### src/rtl/spectrum_peak_decay.sv
// spectrum_peak_decay
//   Per-bin peak-hold/decay smoother for the FFT magnitude stream. Each bin outputs
//   max(new magnitude, decayed previous value), so bars rise fast and fall slowly.
//   Bin history is kept in an internal 2**ADDR_WIDTH x DATA_WIDTH RAM. After reset the
//   RAM is cleared one word per cycle before any samples are accepted.
//
//   state | meaning
//   CLEAR | zeroing history RAM, one address per cycle; busy=1; input ignored
//   RUN   | 3-stage read/modify/write pipeline, one sample per cycle
//
// Ports
//   FFT_clk   clock
//   rst       synchronous reset, active-low
//   in_we     magnitude sample valid
//   in_addr   bin index of the sample
//   in_data   unsigned magnitude
//   out_we    smoothed sample valid (single-cycle pulse per accepted sample)
//   out_addr  bin index of the smoothed sample
//   out_data  smoothed magnitude
//   busy      high while the history RAM is being cleared
module spectrum_peak_decay #(
  parameter int ADDR_WIDTH   = 8,
  parameter int DATA_WIDTH   = 9,
  parameter int DECAY_STEP   = 4,
  parameter int DECAY_FRAMES = 2
) (
  input  logic                  FFT_clk,
  input  logic                  rst,
  input  logic                  in_we,
  input  logic [ADDR_WIDTH-1:0] in_addr,
  input  logic [DATA_WIDTH-1:0] in_data,
  output logic                  out_we,
  output logic [ADDR_WIDTH-1:0] out_addr,
  output logic [DATA_WIDTH-1:0] out_data,
  output logic                  busy
);

  localparam int DEPTH   = 1 << ADDR_WIDTH;
  localparam int FRAME_W = (DECAY_FRAMES > 1) ? $clog2(DECAY_FRAMES) : 1;
  localparam logic [FRAME_W-1:0]    LAST_FRAME = FRAME_W'(DECAY_FRAMES - 1);
  localparam logic [DATA_WIDTH-1:0] STEP       = DATA_WIDTH'(DECAY_STEP);

  typedef enum logic {CLEAR, RUN} state_t;

  state_t                  state, state_nxt;
  logic [ADDR_WIDTH-1:0]   clear_addr;
  logic [FRAME_W-1:0]      frame_cnt;
  logic                    accept;

  logic [DATA_WIDTH-1:0]   ram [DEPTH];
  logic [DATA_WIDTH-1:0]   rd_data;
  logic                    ram_we;
  logic [ADDR_WIDTH-1:0]   ram_waddr;
  logic [DATA_WIDTH-1:0]   ram_wdata;

  logic                    s1_valid, s1_decay;
  logic [ADDR_WIDTH-1:0]   s1_addr;
  logic [DATA_WIDTH-1:0]   s1_data;
  logic [DATA_WIDTH-1:0]   old_val, decayed, result;

  logic                    s2_valid;
  logic [ADDR_WIDTH-1:0]   s2_addr;
  logic [DATA_WIDTH-1:0]   s2_data;

  // FSM
  always_ff @(posedge FFT_clk) begin
    if (!rst) state <= CLEAR;
    else      state <= state_nxt;
  end

  always_comb begin
    state_nxt = state;
    busy      = 1'b0;
    case (state)
      CLEAR: begin
        busy = 1'b1;
        if (clear_addr == '1) state_nxt = RUN;
      end
      RUN: ;
      default: state_nxt = CLEAR;
    endcase
  end

  assign accept = in_we && (state == RUN);

  always_ff @(posedge FFT_clk) begin
    if (!rst)                clear_addr <= '0;
    else if (state == CLEAR) clear_addr <= clear_addr + 1'b1;
  end

  // Frame counter advances on the last bin; that sample already captured the old decay_now.
  always_ff @(posedge FFT_clk) begin
    if (!rst) begin
      frame_cnt <= '0;
    end else if (accept && (in_addr == '1)) begin
      frame_cnt <= (frame_cnt == LAST_FRAME) ? '0 : frame_cnt + 1'b1;
    end
  end

  // History RAM: one write port shared by clear and S2 writeback, one synchronous read.
  // The S2 write is held off on a reset edge so in-flight results are dropped.
  assign ram_we    = (state == CLEAR) || (s2_valid && rst);
  assign ram_waddr = (state == CLEAR) ? clear_addr : s2_addr;
  assign ram_wdata = (state == CLEAR) ? '0 : s2_data;

  always_ff @(posedge FFT_clk) begin
    if (ram_we) ram[ram_waddr] <= ram_wdata;
    rd_data <= ram[in_addr];
  end

  // S0 -> S1
  always_ff @(posedge FFT_clk) begin
    if (!rst) begin
      s1_valid <= 1'b0;
      s1_decay <= 1'b0;
      s1_addr  <= '0;
      s1_data  <= '0;
    end else begin
      s1_valid <= accept;
      if (accept) begin
        s1_decay <= (frame_cnt == LAST_FRAME);
        s1_addr  <= in_addr;
        s1_data  <= in_data;
      end
    end
  end

  // The RAM read in S0 misses the two younger results still in flight: the one in S2
  // (written next edge) and the one on the output registers (written on the same edge
  // as the read, so the read returned the older word). S2 is younger, so it wins.
  always_comb begin
    old_val = rd_data;
    if (s2_valid && (s2_addr == s1_addr))      old_val = s2_data;
    else if (out_we && (out_addr == s1_addr))  old_val = out_data;

    decayed = old_val;
    if (s1_decay) decayed = (old_val < STEP) ? '0 : old_val - STEP;

    result = (s1_data > decayed) ? s1_data : decayed;
  end

  // S1 -> S2
  always_ff @(posedge FFT_clk) begin
    if (!rst) begin
      s2_valid <= 1'b0;
      s2_addr  <= '0;
      s2_data  <= '0;
    end else begin
      s2_valid <= s1_valid;
      if (s1_valid) begin
        s2_addr <= s1_addr;
        s2_data <= result;
      end
    end
  end

  // S2 output registers, launched on the same edge as the RAM writeback
  always_ff @(posedge FFT_clk) begin
    if (!rst) begin
      out_we   <= 1'b0;
      out_addr <= '0;
      out_data <= '0;
    end else begin
      out_we <= s2_valid;
      if (s2_valid) begin
        out_addr <= s2_addr;
        out_data <= s2_data;
      end
    end
  end

endmodule

### config.mk
export PLATFORM = sky130hd
export DESIGN_NAME = spectrum_peak_decay
export DESIGN_NICKNAME = d
export VERILOG_FILES = /design/src/rtl/spectrum_peak_decay.sv
export SDC_FILE = /design/constraint.sdc
export NUM_CORES = 2
export LEC_CHECK = 0
export ABC_AREA = 0
export CORE_MARGIN = 5
export CORE_UTILIZATION = 55
export DETAILED_ROUTE_END_ITERATION = 8
export GPL_ROUTABILITY_DRIVEN = 0
export PLACE_DENSITY_LB_ADDON = 0.3
export SLEW_MARGIN = 20
export SYNTH_ARGS = -nofsm -noshare
export SYNTH_HDL_FRONTEND = slang
export SYNTH_SLANG_ARGS = --single-unit
### constraint.sdc
create_clock -name FFT_clk -period 14.1 [get_ports FFT_clk]
set_input_delay 2.82 -clock FFT_clk [delete_from_list [all_inputs] [get_ports FFT_clk]]
set_output_delay 2.82 -clock FFT_clk [all_outputs]
set_load 0.005 [all_outputs]
# Word level (Yosys, flattened, before mapping)
# Memory sizes are Yosys's and may differ from the RTL's. A register that Yosys moved wholly into a read port is not among the register bits.
# Cells that the tools add are included.
# word_totals
mem_bits_rw	2304
wordCells	43
out_inout_bits	19
regBits	65
input_bits	20
mem_count	1
# mem_list
memory	depth	word_bits	read_ports	rd_clocked_by_memory_dff	write_ports	line_no	text
ram	256	9	1	1	1	50	logic [DATA_WIDTH-1:0] ram [DEPTH];
# op_classes
magnitude_cmp	2
bitwise_logic	1
eq_ne	4
muxes	13
n_reduce_logical	6
add_sub_neg	3
# ops
operator	count
2-to-1 mux 9 bit	6
== test 8 bit	2
== test 8 bit (second input constant)	2
greater-than comparator 9 bit	1
less-than comparator 9 x 3 -> 1 bit (second input constant)	1
subtractor 9 x 3 -> 9 bit (second input constant)	1
adder 8 x 1 -> 8 bit (second input constant)	1
2-to-1 mux 8 bit	1
2-to-1 mux 1 bit	6
logical AND 1 bit	5
adder 1 bit (second input constant)	1
logical OR 1 bit	1
inverter 1 bit	1

# Longest topological paths before layout
# logic_depth
depth_word	9
ltp_mapped	21
ltp_nobuf	20

# Worst setup path after synthesis
# OpenSTA, ideal clock, no wires.
# synth_path
kind	input -> register
start	input port in_addr[1]
end	register rd_data[0], read port of ram
setup_ps	134
path_slack_ps	8467
required_time_ps	13966
n_path_buf	4
t_arrival_ps	5498
path_stages	9
path_cell_list	clkbuf_1 > clkbuf_1 > clkbuf_1 > clkbuf_1 > mux4_2 > mux4_2 > mux2i_1 > a21oi_1 > mux4_2
# synth_rtl
item	line_no	text
from (decl)	30	input logic [ADDR_WIDTH-1:0] in_addr,
to (decl)	51	logic [DATA_WIDTH-1:0] rd_data;

==> key figures <==
Timing
  – Fin. max-slew vios: 0
  – TNS Setup: 0 ps
  – Worst slew pin tran: 1217 ps
  – Final worst-path cycle share: 0.4753
  – Layout Skew: 65.60 ps
  – RSZ-0062 raised after global routing: false
  – Setup violators final: 0
  – Min Tclk post-route: 6702 ps
  – Final-report hold violation count: 0
  – Achievable frequency: 149.2 MHz
  – Slew headroom: 0.1800

Floorplanning
  – I/O Pins: 39
  – Die footprint: 176200 um^2
  – Initial Utilization: 0.5528
  – Die Wd: 419.7 um
  – Die Height: 419.7 um
  – Area of the core: 167000 um^2
  – Row count: 150

Synth
  – Post-synth top flop: edfxtp_1
  – Share of the synthesized area in the top cell type: 0.7493
  – Ys async rst share: 0
  – Syn_nets: 4118
  – Yosys top cell by area: edfxtp_1
  – Total number of yosys warnings: 0
  – Top post-synthesis cells by area: edfxtp_1, mux4_2, dfxtp_1, nor2_1, mux2i_1
  – Syn Inst Count: 4087
  – Top-count cell post-synth: edfxtp_1
  – Commonest cells in the netlist: edfxtp_1, mux4_2, nor2_1
  – #FFs+latches synth: 2378
  – Netlist cell types: 48
  – Seq/Total Area, Yosys: 0.7654
  – Synth Area per Inst: 22.59 um^2
  – Cell Area, Synth: 92330 um^2
  – Number of synthesized flops with an enable pin: 2304

Setup path
  – CP max stage delay: 690 ps
  – Critical Path AT: 7440 ps
  – Crit-path max FO: 80
  – Worst Path Class, Setup: in2reg
  – CP max-delay cell: buf_4
  – Crit path cell chain: buf_8 > buf_4 > buf_4 > mux4_2 > mux4_2 > nor2b_1 > a211oi_1 > a21oi_1 > mux4_2
  – Reg2reg path depth: 17
  – Worst Path Required: 14840 ps
  – Reg2reg setup slack: 9100 ps
  – RR Startpoint: s2_addr[6]
  – Delay-heaviest family, CP: buffers and inverters
  – Worst Setup End Kind: flip-flop
  – Most numerous cell on the critical path: mux4_2
  – Buf/Inv on CP: 3
  – Critical Path Start Type: input port
  – RR Endpoint: s2_data[7]

Power and ir drop
  – Power Density: 135.0 nW/um^2
  – Leakage: 35.39 nW
  – Maximum vdd drop: 0.1022 mV
  – Overall power: 13.85 mW

Layout
  – Fillers: 11.09k
  – Share of cells above drive strength 1: 0.2771
  – Final #Nets: 4240
  – Synth-to-Final Area Change: 11.13%

Drt
  – Iteration-0 DRC Markers: 5744
  – Via Count: 42.85k
  – Drt total wl: 207.9 mm
  – DR WL/cell: 31.53 um
  – Number of detailed-route iterations in the first pass: 7
  – Via density: 6.500
  – Post-route DRC: 0
  – DRT antenna net count: 0

Global routing
  – Largest net degree at the start of global routing: 225
  – Global-route wire length before repair: 303.9 mm
  – GR Util All Layers: 0.2397
  – Initial antenna violation count: 7
  – Vias in the first global route: 42.79k
  – GRT Residual Overflow: 0

Clock network
  – Number of H-tree levels: 4
  – # hold bufs at CTS: 0
  – Clk_lat worst skew: 870 ps
  – CTS max path bufs: 3
  – Clk slew on worst S/H paths: 60 ps
  – CTS Sinks: 2378
  – Root buffer cell: clkbuf_16
  – CTS tree: yes
  – Postcts setup bufs: 0
  – TritonCTS Buffers: 222
  – CTS resizes: 0

Placed design
  – I/O Buffers: 38
  – Hpwl dp: 119.3 mm

Outcome
  – Status: finished clean

Min path
  – Hold WC Path Type: reg2reg
  – Worst hold stages: 2
  – Hold path start: frame_cnt
  – Hold Path Sink: s1_decay

Run
  – Max_cap viols: 0
per-layer routing:
layer | track usage | share of wire | vias up | routed length (um)
met1 | 0.3500 | 0.39 | 22970 | 81750
met2 | 0.3793 | 0.49 | 2159 | 101700
li1 | - | - | 17420 | -
met3 | 0.04862 | 0.093 | 302 | 19410
met4 | 0.06216 | 0.024 | 2 | 5019
met5 | 0 | 0.000063 | - | 13
cells by family (layout without fill, tap and decap cells):
kind of cell               count (synthesis)  in the layout  synth area share
AOI/OAI and AO/OA                        127            127          0.009107
xor gates and xnor gates                  24             24          0.002277
adders and majority gates                 11             11          0.001491
buffers and inverters                    256            557           0.01130
DFF                                     2378           2378            0.7654
muxes                                    805            805            0.1878
other                                      0              1                 0
and+or+nand+nor                          486            486           0.02270
state kept, by name (all words and copies together), names as in the netlist:
signal / count
ram: 2304
out_data: 9
rd_data: 9
s1_data: 9
s2_data: 9
clear_addr: 8
out_addr: 8
s1_addr: 8
s2_addr: 8
frame_cnt: 1
out_we: 1
s1_decay: 1
s1_valid: 1
s2_valid: 1
state: 1
cell type report:
class	count	area (um^2)	share of cell area
clock buffers	280	5833	0.05685
flip-flops and latches	2378	70670	0.6887
inverters	15	56.30	0.0005487
well taps	2204	2758	0.02688
multi-input cells	1453	20730	0.2021
repair buffers	139	1289	0.01256
clock inverters	123	1270	0.01238
diodes	1	2.502	0.00002439
metrics by stage:
step	area, um^2	util	hold WS (ps)	cells	worst slack, ps
2_1_floorplan	92330	-	452.8	4087	8468
5_1_grt	102600	0.6143	506.3	6592	7078
3_5_place_dp	95380	0.5710	483.9	6186	6433
4_1_cts	102500	0.6135	493.3	6589	7374
3_3_place_gp	95350	0.5708	472.0	6186	6383
6_report	102600	0.6143	486.2	6593	7398
layout by cell type (no fill, tap or decap), types with 5 or more instances in the layout:
cell type           n
nand2_1            90
a211oi_1           23
buf_12              6
mux2i_1            59
buf_4              90
xor2_1              8
edfxtp_1         2304
nor3_1              8
clkinv_2           46
mux4_2            741
nand4_1             6
and2_1              9
a21boi_0           19
clkinv_16           7
and2_4              9
nor2_2             24
clkbuf_16         222
bufinv_16          17
clkinv_1           36
nand3_1            13
nand2_2            12
clkbuf_1           52
clkdlybuf4s50_1    31
xnor2_1            16
clkbuf_8            6
nand3b_1            5
ha_1               11
nor2b_1            50
inv_1              14
clkinvlp_4          8
o21ai_0            20
nor2_1            246
a21oi_1            33
o31ai_1             5
dfxtp_1            74
power by group:
group	switching, mW	total, mW	internal [mW]
clock	2.58	5.83	3.25
sequential	0.00871	7.65	7.64
combinational	0.219	0.371	0.152
worst max path at each step:
stage | endpoint | slack (ps) | depth (start not counted) | from
finish | rd_data[7] | 7400 | 9 | in_addr[1]
CTS | rd_data[2] | 7370 | 8 | in_addr[0]
global placement | rd_data[2] | 6380 | 8 | in_addr[0]
detailed placement | rd_data[2] | 6430 | 8 | in_addr[0]
global route | rd_data[2] | 7080 | 8 | in_addr[0]
floorplan | rd_data[0] | 8470 | 9 | in_addr[1]
worst reg2reg max path, cell delays in order, from the launching register on:
cell and delay [ps]:
dfxtp_1 520, xor2_1 140, nor4_1 290, nand4_1 690
or2_2 600, a211oi_1 600, nand2_1 290, o211ai_1 180
ha_1 300, a21o_1 170, a21oi_1 130, o21ai_0 90
a21oi_1 140, o21ai_0 110, o31ai_1 100, buf_4 230
nand2_1 150, o221ai_1 220
Note: power is estimated with default switching activity, not from simulation.
